$ cat src/rtl/operand_loader_pkg.sv
// Shared operand width, FSM state encoding and next-operand helper for the ALU front end.
// Combinational definitions only; no latency, no backpressure.
package operand_loader_pkg;

    localparam int OL_WIDTH = 4;

    typedef enum logic [1:0] {
        LOAD_A = 2'b00,
        LOAD_B = 2'b01,
        READY  = 2'b10
    } ol_state_e;

    // Next operand/state on a load press; invalid states fall back to an empty pair.
    typedef struct packed {
        logic       load_a;
        logic       load_b;
        logic       valid;
        ol_state_e  state;
    } ol_step_t;

    function automatic ol_step_t ol_load_step(input ol_state_e cur);
        ol_step_t s;
        s = '{load_a: 1'b0, load_b: 1'b0, valid: 1'b0, state: LOAD_A};
        case (cur)
            LOAD_A: s = '{load_a: 1'b1, load_b: 1'b0, valid: 1'b0, state: LOAD_B};
            LOAD_B: s = '{load_a: 1'b0, load_b: 1'b1, valid: 1'b1, state: READY};
            READY:  s = '{load_a: 1'b1, load_b: 1'b0, valid: 1'b0, state: LOAD_B};
            default: s = '{load_a: 1'b0, load_b: 1'b0, valid: 1'b0, state: LOAD_A};
        endcase
        return s;
    endfunction

endpackage

$ cat src/rtl/operand_loader_button_debouncer.sv
// Synchronizes and debounces one raw push-button; level follows after DEBOUNCE_CYCLES stable samples.
// Latency: level moves DEBOUNCE_CYCLES+2 edges after the raw change; press is a 1-cycle pulse, no backpressure.
module button_debouncer #(
    parameter int DEBOUNCE_CYCLES = 1000000
) (
    input  logic clk,
    input  logic reset,
    input  logic btn_raw,
    output logic level,
    output logic press
);
    import operand_loader_pkg::*;

    localparam int            CW   = $clog2(DEBOUNCE_CYCLES);
    localparam logic [CW-1:0] TERM = CW'(DEBOUNCE_CYCLES - 1);

    logic          r_sync1;
    logic          r_sync2;
    logic          r_level;
    logic          r_level_q;
    logic [CW-1:0] r_cnt;

    always_ff @(posedge clk) begin
        if (reset) begin
            r_sync1   <= 1'b0;
            r_sync2   <= 1'b0;
            r_level   <= 1'b0;
            r_level_q <= 1'b0;
            r_cnt     <= '0;
        end else begin
            r_sync1   <= btn_raw;
            r_sync2   <= r_sync1;
            r_level_q <= r_level;
            if (r_sync2 == r_level) begin
                r_cnt <= '0;
            end else if (r_cnt == TERM) begin
                // Terminal count reached: accept the new level; counter never wraps.
                r_level <= ~r_level;
                r_cnt   <= '0;
            end else begin
                r_cnt <= r_cnt + CW'(1);
            end
        end
    end

    assign level = r_level;
    assign press = r_level & ~r_level_q;

endmodule

$ cat src/rtl/operand_loader.sv
// Captures operand A then B from switches on debounced load presses; clear press empties the pair.
// Latency: outputs update one edge after the debounced level rises; no backpressure (presses always accepted).
module operand_loader
    import operand_loader_pkg::*;
#(
    parameter int WIDTH           = OL_WIDTH,
    parameter int DEBOUNCE_CYCLES = 1000000
) (
    input  logic             clk,
    input  logic             reset,
    input  logic [WIDTH-1:0] sw,
    input  logic             btn_load,
    input  logic             btn_clear,
    output logic [WIDTH-1:0] A,
    output logic [WIDTH-1:0] B,
    output logic             valid,
    output logic [1:0]       state
);

    logic w_load_press;
    logic w_clear_press;
    logic w_load_level_unused;
    logic w_clear_level_unused;

    button_debouncer #(.DEBOUNCE_CYCLES(DEBOUNCE_CYCLES)) u_db_load (
        .clk     (clk),
        .reset   (reset),
        .btn_raw (btn_load),
        .level   (w_load_level_unused),
        .press   (w_load_press)
    );

    button_debouncer #(.DEBOUNCE_CYCLES(DEBOUNCE_CYCLES)) u_db_clear (
        .clk     (clk),
        .reset   (reset),
        .btn_raw (btn_clear),
        .level   (w_clear_level_unused),
        .press   (w_clear_press)
    );

    ol_state_e        r_state;
    logic [WIDTH-1:0] r_a;
    logic [WIDTH-1:0] r_b;
    logic             r_valid;

    ol_state_e        w_state_nxt;
    logic [WIDTH-1:0] w_a_nxt;
    logic [WIDTH-1:0] w_b_nxt;
    logic             w_valid_nxt;
    ol_step_t         w_step;

    always_ff @(posedge clk) begin
        if (reset) begin
            r_state <= LOAD_A;
            r_a     <= '0;
            r_b     <= '0;
            r_valid <= 1'b0;
        end else begin
            r_state <= w_state_nxt;
            r_a     <= w_a_nxt;
            r_b     <= w_b_nxt;
            r_valid <= w_valid_nxt;
        end
    end

    always_comb begin
        w_state_nxt = r_state;
        w_a_nxt     = r_a;
        w_b_nxt     = r_b;
        w_valid_nxt = r_valid;
        w_step      = ol_load_step(r_state);

        if (w_clear_press) begin
            // Clear outranks a coincident load press.
            w_state_nxt = LOAD_A;
            w_a_nxt     = '0;
            w_b_nxt     = '0;
            w_valid_nxt = 1'b0;
        end else begin
            case (r_state)
                LOAD_A, LOAD_B, READY: begin
                    if (w_load_press) begin
                        w_state_nxt = w_step.state;
                        w_valid_nxt = w_step.valid;
                        if (w_step.load_a) w_a_nxt = sw;
                        if (w_step.load_b) w_b_nxt = sw;
                    end
                end
                default: begin
                    w_state_nxt = LOAD_A;
                    w_a_nxt     = '0;
                    w_b_nxt     = '0;
                    w_valid_nxt = 1'b0;
                end
            endcase
        end
    end

    assign A     = r_a;
    assign B     = r_b;
    assign valid = r_valid;
    assign state = r_state;

endmodule

$ cat config.mk
export PLATFORM = sky130hd
export DESIGN_NAME = operand_loader
export DESIGN_NICKNAME = d
export VERILOG_FILES = /design/src/rtl/operand_loader_pkg.sv /design/src/rtl/operand_loader_button_debouncer.sv /design/src/rtl/operand_loader.sv
export SDC_FILE = /design/constraint.sdc
export NUM_CORES = 1
export LEC_CHECK = 0
export CORE_MARGIN = 2
export CORE_UTILIZATION = 40
export DETAILED_ROUTE_END_ITERATION = 10
export SYNTH_ARGS = -nofsm -noshare
export SYNTH_HDL_FRONTEND = slang
export SYNTH_HIERARCHICAL = 1
export SYNTH_SLANG_ARGS = --single-unit
$ cat constraint.sdc
create_clock -name clk -period 2.39 [get_ports clk]
set_input_delay 0.478 -clock clk [delete_from_list [all_inputs] [get_ports clk]]
set_output_delay 0.478 -clock clk [all_outputs]
set_load 0.005 [all_outputs]
Yosys cells after proc, flatten, opt, wreduce, memory -nomap -nowiden
Index checks and enable logic that the tools add are counted.

operators by class
  multiplexer cells = 1
  equal/unequal tests = 6
  reductions and logical operators = 10
  add/sub/neg operators = 2
  bitwise operators = 9

operator list
  operator                                             number
  adder 20 x 1 -> 20 bit, second input constant        2
  equality test 20 bit, second input constant          2
  OR reduction 3 bit                                   4
  one-hot mux 5 bit (2 select lines)                   1
  AND reduction 2 bit                                  4
  NOT 1 bit                                            7
  bitwise AND 1 bit                                    2
  equality test 1 bit                                  2
  equality test 2 x 1 -> 1 bit, second input constant  1
  equality test 2 bit, second input constant           1
  zero test 2 bit                                      1
  OR reduction 2 bit                                   1

storage, ports and cells
  bits in registers = 59
  bits of input ports = 8
  output and inout bits = 11
  logic and storage cells = 42

Logic depth before layout (Yosys ltp)
Gate-level depths: netlist (run 1).

  depth after elaboration = 4
  mapped depth = 6
  depth with buffers taken out = 5

By module
Netlist (run 1), hierarchy kept.

modules (own cells, without submodules)
  module            seq. area each (sq um)  cells an instance  area an instance (sq um)  times used
  button_debouncer  480.5                   117                1,032.2                   2
  operand_loader    200.2                   36                 394.1                     1

Least setup slack after synthesis (run 1)
No wires, ideal clock.

  path type = register to register
  from = reg u_db_clear.r_cnt[0]
  to = reg u_db_clear.r_cnt[18]
  library setup time = 0.070 ns
  data required time = 2.320 ns
  path slack = 0.426 ns
  cell stages (with the launch flop) = 7
  buffers on the path = 1
  clock period less this slack = 1.964 ns
  data arrival time = 1.893 ns
  cells stage by stage = dfxtp_1 ha_1 nand2_1 or4_1 buf_2 or4_1 a21oi_1

on the way
  cells in the longest elaborated chain, start to end = 2
  elaborated cells between the ends (all ways) = 3
  classes of those cells = 1 x add/sub; 1 x eq/ne; 1 x reduce/logical

ends and longest elaborated chain
  item                                                                            RTL line                               source
  start: declaration                                                              operand_loader_button_debouncer.sv:21  logic [CW-1:0] r_cnt;
  start signal: assignment                                                        operand_loader_button_debouncer.sv:41  r_cnt <= r_cnt + CW'(1);
  parallel branches: the longest is 2 deep, another holds adder 20 x 1 -> 20 bit  -

Several ways; the timed one is not identified.
A chain may end at the register's enable or synchronous reset.

Final worst setup path (run 1)
  from = reg u_db_load.r_cnt[0]
  to = reg u_db_load.r_cnt[18]

on the way
  cells in the longest elaborated chain, start to end = 2
  elaborated cells between the ends (all ways) = 3
  classes of those cells = 1 x add/sub; 1 x eq/ne; 1 x reduce/logical

ends and longest elaborated chain
  item                                                                            RTL line
  start: declaration                                                              operand_loader_button_debouncer.sv:21
  start signal: assignment                                                        operand_loader_button_debouncer.sv:41
  parallel branches: the longest is 2 deep, another holds adder 20 x 1 -> 20 bit  -

Several ways; the timed one is not identified.

==> impl_metrics.py, run 1 <==
metrics = {
    "hold_path": {
        "min-delay-path-class": "reg2reg",
        "min_to": "u_db_load/r_sync2",
        "holdCritStartpoint": "u_db_load/r_sync1",
        "min_delay_path_depth": 1,
    },
    "floorplan": {
        "floorplan.rows": 28,
        "die_w_um": 82.4,
        "floorplan.die.height_um": 82.4,
        "io_pins": 19,
        "die_area_sq_um": 6790,
        "start_util": 0.415,
        "fp.coreArea_sq_um": 5920,
    },
    "route": {
        "drt_first_iter_violations": 87,
        "detailroute.via_count": 1905,
        "finalWirelength_mm": 4.43,
        "avgRoutedWirePerCell_um": 12.0,
        "detail_route.first_pass.iterations": 6,
        "route.detailed.drc": 0,
        "remaining_antenna_violation_count": 0,
        "via_per_instance_ratio": 5.16,
    },
    "synthesis": {
        "number_of_nets_in_the_synthesized_netlist": 280,
        "ys_seq_area_frac": 0.472,
        "synth.cells.most_frequent": "dfxtp_1 (58), nor2_1 (38)",
        "synthSimpleGateAreaFrac": 0.271,
        "ys_warn_count": 6,
        "post_synth_main_area_contributors": "dfxtp_1 (47%), nor2_1 (5.8%), xnor2_1 (5.0%)",
        "synth_async_sr_flop_share": 0,
        "ys_types": 36,
        "post_synth.cell_area_avg_sq_um": 9.11,
        "synth_top_family_by_area": "simple AND/OR/NAND/NOR gates",
        "synth_ff_type": "dfxtp_1",
        "netlist.top_cell.by_area": "dfxtp_1",
        "syn-cell-area_sq_um": 2460,
        "post_synth_xor_area_fraction": 0.0855,
        "synth.ff_latch_count": 58,
        "synth_edf_count": 0,
        "muxShareOfSynthArea": 0.0326,
        "synth.most_common_cell": "dfxtp_1",
        "synthAdderAreaFrac": 0.0102,
        "synthDominantCellAreaShare": 0.472,
        "syn_inst": 270,
        "synth-compound-area-share": 0.0921,
    },
    "clocking": {
        "cts-root-to-sink-buffers": 2,
        "cts.repair.resized": 0,
        "cts_buffers": 9,
        "ctsHtreeMaxLevel": 3,
        "cts_sinks": 58,
        "clk-insertion-delay-late_ns": 0.32,
        "worst_setup_hold_path_clk_slew_ns": 0.06,
        "cts_hold_repair.buffers": 0,
        "cts_root_buf": "clkbuf_8",
        "postCtsSetupRepairBufs": 0,
        "tritoncts": "yes",
    },
    "global_routing": {
        "grt_pass1_vias": 1719,
        "grt_overflow_total": 0,
        "grt_first_pass_wirelength_mm": 7.53,
        "antenna_found_initial": 0,
        "grt_start_max_net_pins": 21,
        "globalRouteTotalUtil": 0.145,
    },
    "timing": {
        "setup_violations": 0,
        "finalSetupTns_ns": 0,
        "timing.max_slew.rel_slack": 0.741,
        "clock_skew_ns": 0.00780,
        "final.min_clock_period_ns": 2.13,
        "timing.final.hold_violations": 0,
        "worst_slew_pin_slew_ns": 0.387,
        "final_clock_period_utilization_by_the_worst_path": 0.893,
        "grt_setup_unrepaired": "false",
        "slew_violations": 0,
        "clock.fmax_mhz": 469,
    },
    "power": {
        "power_density_nw_per_um2": 647,
        "vdd_ir_drop_max_v": 0.000502,
        "p_leak_nw": 0.948,
    },
    "worst_setup_path": {
        "setup.reg_to_reg.worst_slack_ns": 0.26,
        "max_stage_delay_cell_worst_path": "or4_1",
        "timing.rr.end": "u_db_load/r_cnt[18]",
        "timing.critical_path.mode_cell": "or4_1",
        "regToRegStartpoint": "u_db_load/r_cnt[0]",
        "worst_setup_path_start_kind": "flop",
        "r2r.worst_path.cells": 5,
        "critPathMaxFanout": 7,
        "crit_path_cell_trace": "ha_1, nand2_1, or4_1, or4_1, a21oi_1",
        "path_delay_family": "simple AND/OR/NAND/NOR gates",
        "timing.critical_path.to_type": "flop",
        "worst_ep_arrival_time_ns": 2.39,
        "critPathKind": "reg2reg",
        "delay_of_the_slowest_cell_on_the_worst_path_ns": 0.65,
        "crit_path_buffers_inverters": 0,
        "cp.required_ns": 2.64,
    },
    "finish": {
        "finalNonFillerCells": 369,
        "total_area_of_sequential_cells_sq_um": 1160,
        "count_of_filler_cells_inserted_in_the_layout": 566,
        "count_of_nets_after_finishing": 300,
        "layout.core_utilization": 0.485,
        "drive_gt1_frac": 0.0884,
        "antenna_cells_inserted": 0,
        "areaGrowthSynthToFinish_pct": 16.9,
        "multiInputGateArea_sq_um": 1210,
    },
    "placement": {
        "port_buffers": 18,
        "hpwl_mm": 3.00,
        "dp_cells": 354,
        "globalplace.congestion": 0.744,
    },
    "flow_run": {
        "max_cap_check_violation_count": 0,
    },
    "outcome": {
        "outcome": "finished clean",
    },
}
==> kinds of logic (layout without fill, tap and decap cells) <==
family	after synthesis	in the layout
XOR/XNOR	24	24
flip-flops	58	58
AND/OR/NAND/NOR	122	122
AO/OA/AOI/OAI	37	37
buffers and inverters	19	43
multiplexers	8	8
adder cells (fa/ha/maj)	2	2
==> flip-flops by register name, indices dropped and copies added, names as in the netlist <==
name	flops
u_db_clear/r_cnt	20
u_db_load/r_cnt	20
A	4
B	4
state	2
u_db_clear/level	1
u_db_clear/r_level_q	1
u_db_clear/r_sync1	1
u_db_clear/r_sync2	1
u_db_load/level	1
u_db_load/r_level_q	1
u_db_load/r_sync1	1
u_db_load/r_sync2	1
==> layout make-up <==
type                    instances  share of cell area
multi-input cells             193               0.421
flip-flops and latches         58               0.404
repair buffers                 20              0.0679
clock buffers                  12              0.0505
well taps                      75              0.0327
clock inverters                 3              0.0139
inverters                       8              0.0104
==> layer usage <==
layer,track usage,vias to the layer above,part of all wire
met5,0,-,0
met4,0.0900,0,0.016
met3,0.0359,5,0.035
met2,0.215,27,0.44
met1,0.189,894,0.50
li1,-,979,-
==> metrics by stage <==
| step | power [mW] | area, sq um | hold slack (ns) | setup slack, ns |
|---|---|---|---|---|
| global route | 1.93 | 2870 | 0.470 | 0.0976 |
| global placement | 1.03 | 2690 | 0.426 | 0.343 |
| CTS | 1.89 | 2870 | 0.447 | 0.270 |
| finish | 1.86 | 2870 | 0.443 | 0.256 |
| detailed placement | 1.03 | 2690 | 0.432 | 0.277 |
| floorplan | 1.01 | 2460 | 0.414 | 0.426 |
==> report_power, final <==
part	leakage [nW]	switching, mW	internal (mW)
Sequential	0.468	0.00234	0.971
Clock	0.0962	0.353	0.501
Combinational	0.384	0.0150	0.0163
==> worst max-delay path by stage <==
stage / cells past startpoint / start / slack (ns) / endpoint
2_1_floorplan: 6 / u_db_clear/r_cnt[0] / 0.43 / u_db_clear/r_cnt[18]
3_3_place_gp: 5 / u_db_clear/r_cnt[0] / 0.34 / u_db_clear/r_cnt[18]
3_5_place_dp: 5 / u_db_load/r_cnt[0] / 0.28 / u_db_load/r_cnt[18]
4_1_cts: 5 / u_db_load/r_cnt[0] / 0.27 / u_db_load/r_cnt[18]
5_1_grt: 5 / u_db_load/r_cnt[0] / 0.1 / u_db_load/r_cnt[18]
6_report: 5 / u_db_load/r_cnt[0] / 0.26 / u_db_load/r_cnt[18]
==> cells in the final DEF (no fill, tap or decap), types with 4 or more instances in the layout <==
cell / count
inv_1: 8
nor3_1: 6
nand4_1: 4
dfxtp_1: 58
xnor2_1: 14
o31ai_1: 6
nor2b_1: 8
nor4b_1: 4
o21ai_1: 8
clkdlybuf4s50_1: 18
clkbuf_8: 10
or4_1: 10
or3_1: 8
a21oi_1: 14
nand3_1: 14
xor2_1: 10
nand2_1: 14
nor2_1: 38
mux2i_1: 8
Note: power is estimated with default switching activity, not from simulation.
==> inputs of run 2 (changes only) <==
- CAP_MARGIN: not set -> 0
- CORE_MARGIN: 2 -> 3
==> run 2 against run 1 <==
Core utilization is 1.7 points higher. Final area is 0.22% lower. Via count is 0.42% lower. Clock skew is 0.0020 ns higher. Combinational power hardly changed. Wire length is 0.38% lower. First-iteration DRC count is 15% lower. Critical path depth stayed put. Total power is 2.3% lower. Sequential share of layout area is 0.088 points higher. Critical endpoint unchanged. Highest routed layer unchanged.
==> impl_metrics.py, run 2 (synthesis results as in run 1) <==
metrics = {
    "worst_setup_path": {
        "critPathKind": "reg2reg",
        "worst_setup_path_start_kind": "flop",
        "timing.rr.end": "u_db_load/r_cnt[18]",
        "worst_ep_arrival_time_ns": 2.38,
        "regToRegStartpoint": "u_db_load/r_cnt[0]",
        "setup.reg_to_reg.worst_slack_ns": 0.26,
        "cp.required_ns": 2.64,
        "r2r.worst_path.cells": 5,
        "critPathMaxFanout": 7,
        "timing.critical_path.to_type": "flop",
    },
    "floorplan": {
        "floorplan.rows": 27,
        "die_area_sq_um": 7120,
        "io_pins": 19,
        "floorplan.die.height_um": 84.4,
        "die_w_um": 84.4,
        "start_util": 0.431,
        "fp.coreArea_sq_um": 5710,
    },
    "route": {
        "remaining_antenna_violation_count": 0,
        "detail_route.first_pass.iterations": 4,
        "finalWirelength_mm": 4.41,
        "via_per_instance_ratio": 5.17,
        "avgRoutedWirePerCell_um": 12.0,
        "drt_first_iter_violations": 74,
        "route.detailed.drc": 0,
        "detailroute.via_count": 1897,
    },
    "power": {
        "p_leak_nw": 0.948,
        "vdd_ir_drop_max_v": 0.000306,
        "p_switching_mw": 0.370,
        "combPwrFrac": 0.017,
        "seqPwrFrac": 0.536,
        "netSwitchingFraction": 0.204,
        "clkPwrFrac": 0.447,
        "internal_mw": 1.45,
        "power_density_nw_per_um2": 633,
    },
    "timing": {
        "setup_violations": 0,
        "final.min_clock_period_ns": 2.13,
        "timing.max_slew.rel_slack": 0.733,
        "grt_setup_unrepaired": "false",
        "final_clock_period_utilization_by_the_worst_path": 0.890,
        "worst_slew_pin_slew_ns": 0.396,
        "finalSetupTns_ns": 0,
        "layout_setup_ws_ns": 0.262,
        "timing.final.hold_violations": 0,
        "clock.fmax_mhz": 470,
        "slew_violations": 0,
        "clock_skew_ns": 0.00978,
    },
    "finish": {
        "count_of_nets_after_finishing": 300,
        "areaGrowthSynthToFinish_pct": 16.6,
        "count_of_filler_cells_inserted_in_the_layout": 541,
        "drive_gt1_frac": 0.0915,
        "layout.cells.most_common": "dfxtp_1",
        "antenna_cells_inserted": 0,
        "top_library_cells_by_usage_in_the_layout_fill_and_taps_aside": "dfxtp_1 (58), nor2_1 (38), clkdlybuf4s50_1 (18)",
        "reg_top3": "u_db_clear/r_cnt (20), u_db_load/r_cnt (20)",
    },
    "placement": {
        "port_buffers": 18,
        "hpwl_mm": 3.07,
        "place_ws_ns": 0.280,
        "globalplace.congestion": 0.740,
    },
    "global_routing": {
        "grt_overflow_total": 0,
        "grt_pass1_vias": 1747,
        "grt_first_pass_wirelength_mm": 7.89,
        "grt_start_max_net_pins": 21,
        "globalRouteTotalUtil": 0.136,
        "antenna_found_initial": 0,
    },
    "hold_path": {
        "min_delay_path_depth": 1,
        "min-delay-path-class": "reg2reg",
        "min_to": "u_db_clear/r_sync2",
        "holdCritStartpoint": "u_db_clear/r_sync1",
    },
    "clocking": {
        "ctsHtreeMaxLevel": 3,
        "worst_setup_hold_path_clk_slew_ns": 0.06,
        "postCtsSetupRepairBufs": 0,
        "cts.repair.resized": 0,
        "cts-root-to-sink-buffers": 2,
        "cts_hold_repair.buffers": 0,
        "cts_root_buf": "clkbuf_8",
        "cts_sinks": 58,
        "cts_buffers": 9,
        "tritoncts": "yes",
        "clk-insertion-delay-late_ns": 0.32,
    },
    "flow_run": {
        "max_cap_check_violation_count": 0,
    },
    "outcome": {
        "outcome": "finished clean",
    },
}
==> run 2: cell type report <==
cell class                 instances  area (sq um)  share of cell area
multi-input combinational        193          1210               0.421
sequential                        58          1160               0.405
timing repair buffer              20           195              0.0681
clock buffer                      14           173              0.0602
tap                               72          90.1              0.0314
inverter                           8          30.0              0.0105
clock inverter                     2          10.0             0.00349
==> run 2: worst max-delay path: stages, from the launching register on <==
cell and delay (ns):
dfxtp_1 0.39, ha_1 0.29, nand2_1 0.10, or4_1 0.64
or4_1 0.50, a21oi_1 0.15
==> run 2: worst max-delay path by stage <==
stage,cells past startpoint,start,slack (ns),endpoint
global placement,5,u_db_clear/r_cnt[0],0.33,u_db_clear/r_cnt[18]
floorplan,6,u_db_clear/r_cnt[0],0.43,u_db_clear/r_cnt[18]
CTS,5,u_db_load/r_cnt[0],0.26,u_db_load/r_cnt[18]
detailed placement,5,u_db_clear/r_cnt[0],0.28,u_db_clear/r_cnt[18]
global route,5,u_db_clear/r_cnt[0],0.12,u_db_clear/r_cnt[18]
finish,5,u_db_load/r_cnt[0],0.26,u_db_load/r_cnt[18]
==> run 2: metal layers <==
metal	GRT usage	wire, um
met1	0.191	2360
met3	0.0393	171
met2	0.185	1840
met4	0.0734	48
met5	0	0
==> run 2: per-stage QoR <==
step,cell area [sq um],cells,hold slack (ns),power (mW),utilization
CTS,2870,367,0.436,1.85,0.502
global placement,2690,351,0.421,1.03,0.470
finish,2870,367,0.435,1.82,0.502
detailed placement,2690,351,0.421,1.03,0.470
global route,2870,367,0.456,1.90,0.502
floorplan,2460,270,0.414,1.01,-
==> run 2: power groups by stage <==
stage,clock (mW),sequential [mW],combinational [mW]
4_1_cts,0.840,0.973,0.0320
3_5_place_dp,0,0.995,0.0317
6_report,0.811,0.973,0.0311
3_3_place_gp,0,0.994,0.0315
5_1_grt,0.893,0.973,0.0347
2_1_floorplan,0,0.994,0.0150
==> inputs of run 3 (changes only) <==
- GPL_ROUTABILITY_DRIVEN: not set -> 0
==> results of run 3 <==
Same layout as run 2: the final DEF is identical, and so are final timing and power.
==> variant (settings of run 1) <==
Reset style: asynchronous (`reset`), changed in 2 clocked blocks.
--- a/src/rtl/operand_loader_button_debouncer.sv
+++ b/src/rtl/operand_loader_button_debouncer.sv
@@ -20,7 +20,7 @@
     logic          r_level_q;
     logic [CW-1:0] r_cnt;
 
-    always_ff @(posedge clk) begin
+    always_ff @(posedge clk or posedge reset) begin
         if (reset) begin
             r_sync1   <= 1'b0;
             r_sync2   <= 1'b0;
--- a/src/rtl/operand_loader.sv
+++ b/src/rtl/operand_loader.sv
@@ -49,7 +49,7 @@
     logic             w_valid_nxt;
     ol_step_t         w_step;
 
-    always_ff @(posedge clk) begin
+    always_ff @(posedge clk or posedge reset) begin
         if (reset) begin
             r_state <= LOAD_A;
             r_a     <= '0;
Check against the original RTL: same outputs for any inputs over 10 cycles, from zero or initial values and one cycle with reset high; that may be too few to reach the edited logic, so the function may still have changed.
==> variant against run 1 <==
  * Routed wire length grew 19%
  * Synthesized cell count down 0.74%
  * Final area rose by 15%
  * Area after synthesis is 16% higher
  * Sequential cell count stayed put
  * Maximum frequency is 14% higher
  * Via count grew 7.3%
  * Cell count up 7.6%
  * Worst setup slack better by 0.26 ns
  * Critical endpoint is now state[0]
Power is not compared: it rests on default switching activity, and its combinational part moved more than twofold at a synthesized area within 25%.
==> variant: results (changes against run 1) <==
{| class="wikitable"
! Metric !! Value
|-
| Relative slew margins || 72.6% (-1.6 points)
|-
| Portion of the post-synthesis area used by sequential elements || 51.1% (+3.8 points)
|-
| Detailed Route Iter0 Violations || 82 (-5.7%)
|-
| Top cells by area in the synthesized netlist || sky130_fd_sc_hd__dfrtp_1, sky130_fd_sc_hd__nor2_1, sky130_fd_sc_hd__xnor2_1, sky130_fd_sc_hd__xor2_1, sky130_fd_sc_hd__nand2_1
|-
| Number of distinct standard cells referenced by the synthesized netlist || 43 (+19%)
|-
| Proportion of synthesized area in mux cells || 1.85% (-1.4 points)
|-
| Post-synthesis net count || 278 (-0.71%)
|-
| All-layer global routing usage || 14.8% (+0.25 points)
|-
| Data arrival time of the critical path || 1.40 ns (-0.99 ns)
|-
| HPWL after detailed placement || 3620 um (+21%)
|-
| Synth cell count leaders || sky130_fd_sc_hd__dfrtp_1, sky130_fd_sc_hd__nor2_1, sky130_fd_sc_hd__nand2_1, sky130_fd_sc_hd__xnor2_1, sky130_fd_sc_hd__xor2_1
|-
| Antenna violations before repair || 0 (unchanged)
|-
| CP peak stage delay || 0.56 ns (-0.09 ns)
|-
| Inst Count DP || 382 (+7.9%)
|-
| Per-instance average area after synthesis || 10.6 um^2 (+16%)
|-
| Via count of the first global-routing pass || 1984 (+15%)
|-
| Xor and xnor area share after synthesis || 8.63% (+0.077 points)
|-
| Fin Clk Skew || 0.0139 ns (+0.00615 ns)
|-
| Routed vias/inst || 5.15 (-0.22%)
|-
| # fillers || 661 (+17%)
|-
| Outcome || completed
|-
| Net count reported at finish || 307 (+2.3%)
|-
| Largest net degree at the start of global routing || 25 (+19%)
|-
| Delay-heaviest family, CP || buffers and inverters
|-
| Post-route non-filler standard cell count || 397 (+7.6%)
|-
| Slowest CP cell || sky130_fd_sc_hd__clkdlybuf4s50_1
|-
| Async set-reset flop share out of synthesis || 100% (+100 points)
|-
| Complex-gate fraction of the synthesized area || 8.58% (-0.63 points)
|-
| Arithmetic-cell share of the synthesized area counting full adders, half adders and majority gates || 0.880% (-0.14 points)
|-
| Number of setup buffers added after CTS || 0 (unchanged)
|-
| WL final || 5290 um (+19%)
|-
| Proportion of layout cells with a drive suffix above 1 || 14.0% (+5.1 points)
|}
-- variant: cell count changes in the layout (fill, tap and decap cells not counted), sizes merged, moves of 4 or more --
cell,run 1,this run
a21oi,16,12
or3,8,4
xor2,10,14
dfrtp,0,58
and4,2,6
and3,2,6
nand4,6,10
mux2i,8,3
nor4,2,8
or4,10,4
o21ai,10,5
buf,2,8
dfxtp,58,0
nor2b,8,3
-- variant: cell type report --
type                       count  share of cell area, %
clock inverter                 3                  0.453
multi-input combinational    194                   39.3
timing repair buffer          26                   7.25
clock buffer                  12                   4.68
tap                           96                   3.62
sequential                    58                   43.8
inverter                       8                  0.906
-- variant: cells by family (layout without fill, tap and decap cells) --
family / Yosys count / in the layout
AO/OA/AOI/OAI: 32 / 32
flip-flops: 58 / 58
multiplexers: 5 / 5
buffers and inverters: 16 / 49
AND/OR/NAND/NOR: 127 / 127
XOR/XNOR: 28 / 28
adder cells (fa/ha/maj): 2 / 2
-- variant: path summary, 6_finish.rpt --
path	start	end	slack, ns	cells past startpoint
max	state[0]	state[0]	0.51	1
min	u_db_clear/r_sync1	u_db_clear/r_sync2	0.35	0
max reg2reg	u_db_clear/r_cnt[0]	u_db_clear/r_cnt[18]	0.58	5
min reg2reg	u_db_clear/r_sync1	u_db_clear/r_sync2	0.35	0
max in group asynchronous	reset	u_db_load/r_cnt[0]	1.56	3
min in group asynchronous	reset	valid	0.51	2
-- variant: power groups by stage --
stage / Sequential, mW / Combinational [mW] / Clock [mW]
floorplan: 1.02 / 0.0446 / 0
global placement: 1.02 / 0.0743 / 0
detailed placement: 1.02 / 0.0738 / 0
CTS: 1.00 / 0.0745 / 0.806
global route: 1.00 / 0.0821 / 0.851
finish: 1.00 / 0.0720 / 0.783
-- variant: through the flow --
step           worst slack, ns  cell area, um^2
6_report                 0.512             3310
5_1_grt                  0.402             3310
4_1_cts                  0.486             3310
3_5_place_dp             0.575             3140
3_3_place_gp             0.635             3140
2_1_floorplan            0.730             2840
-- variant: per-layer routing --
metal  vias up  share of wire [%]  wire length, um  track usage (%)
li1       1017                  -                -                -
met1       983                 51             2670             19.5
met2        39                 45             2370             23.0
met3         6                3.1              165             2.89
met4         0                1.5               80             7.85
met5         -                  0                0                0
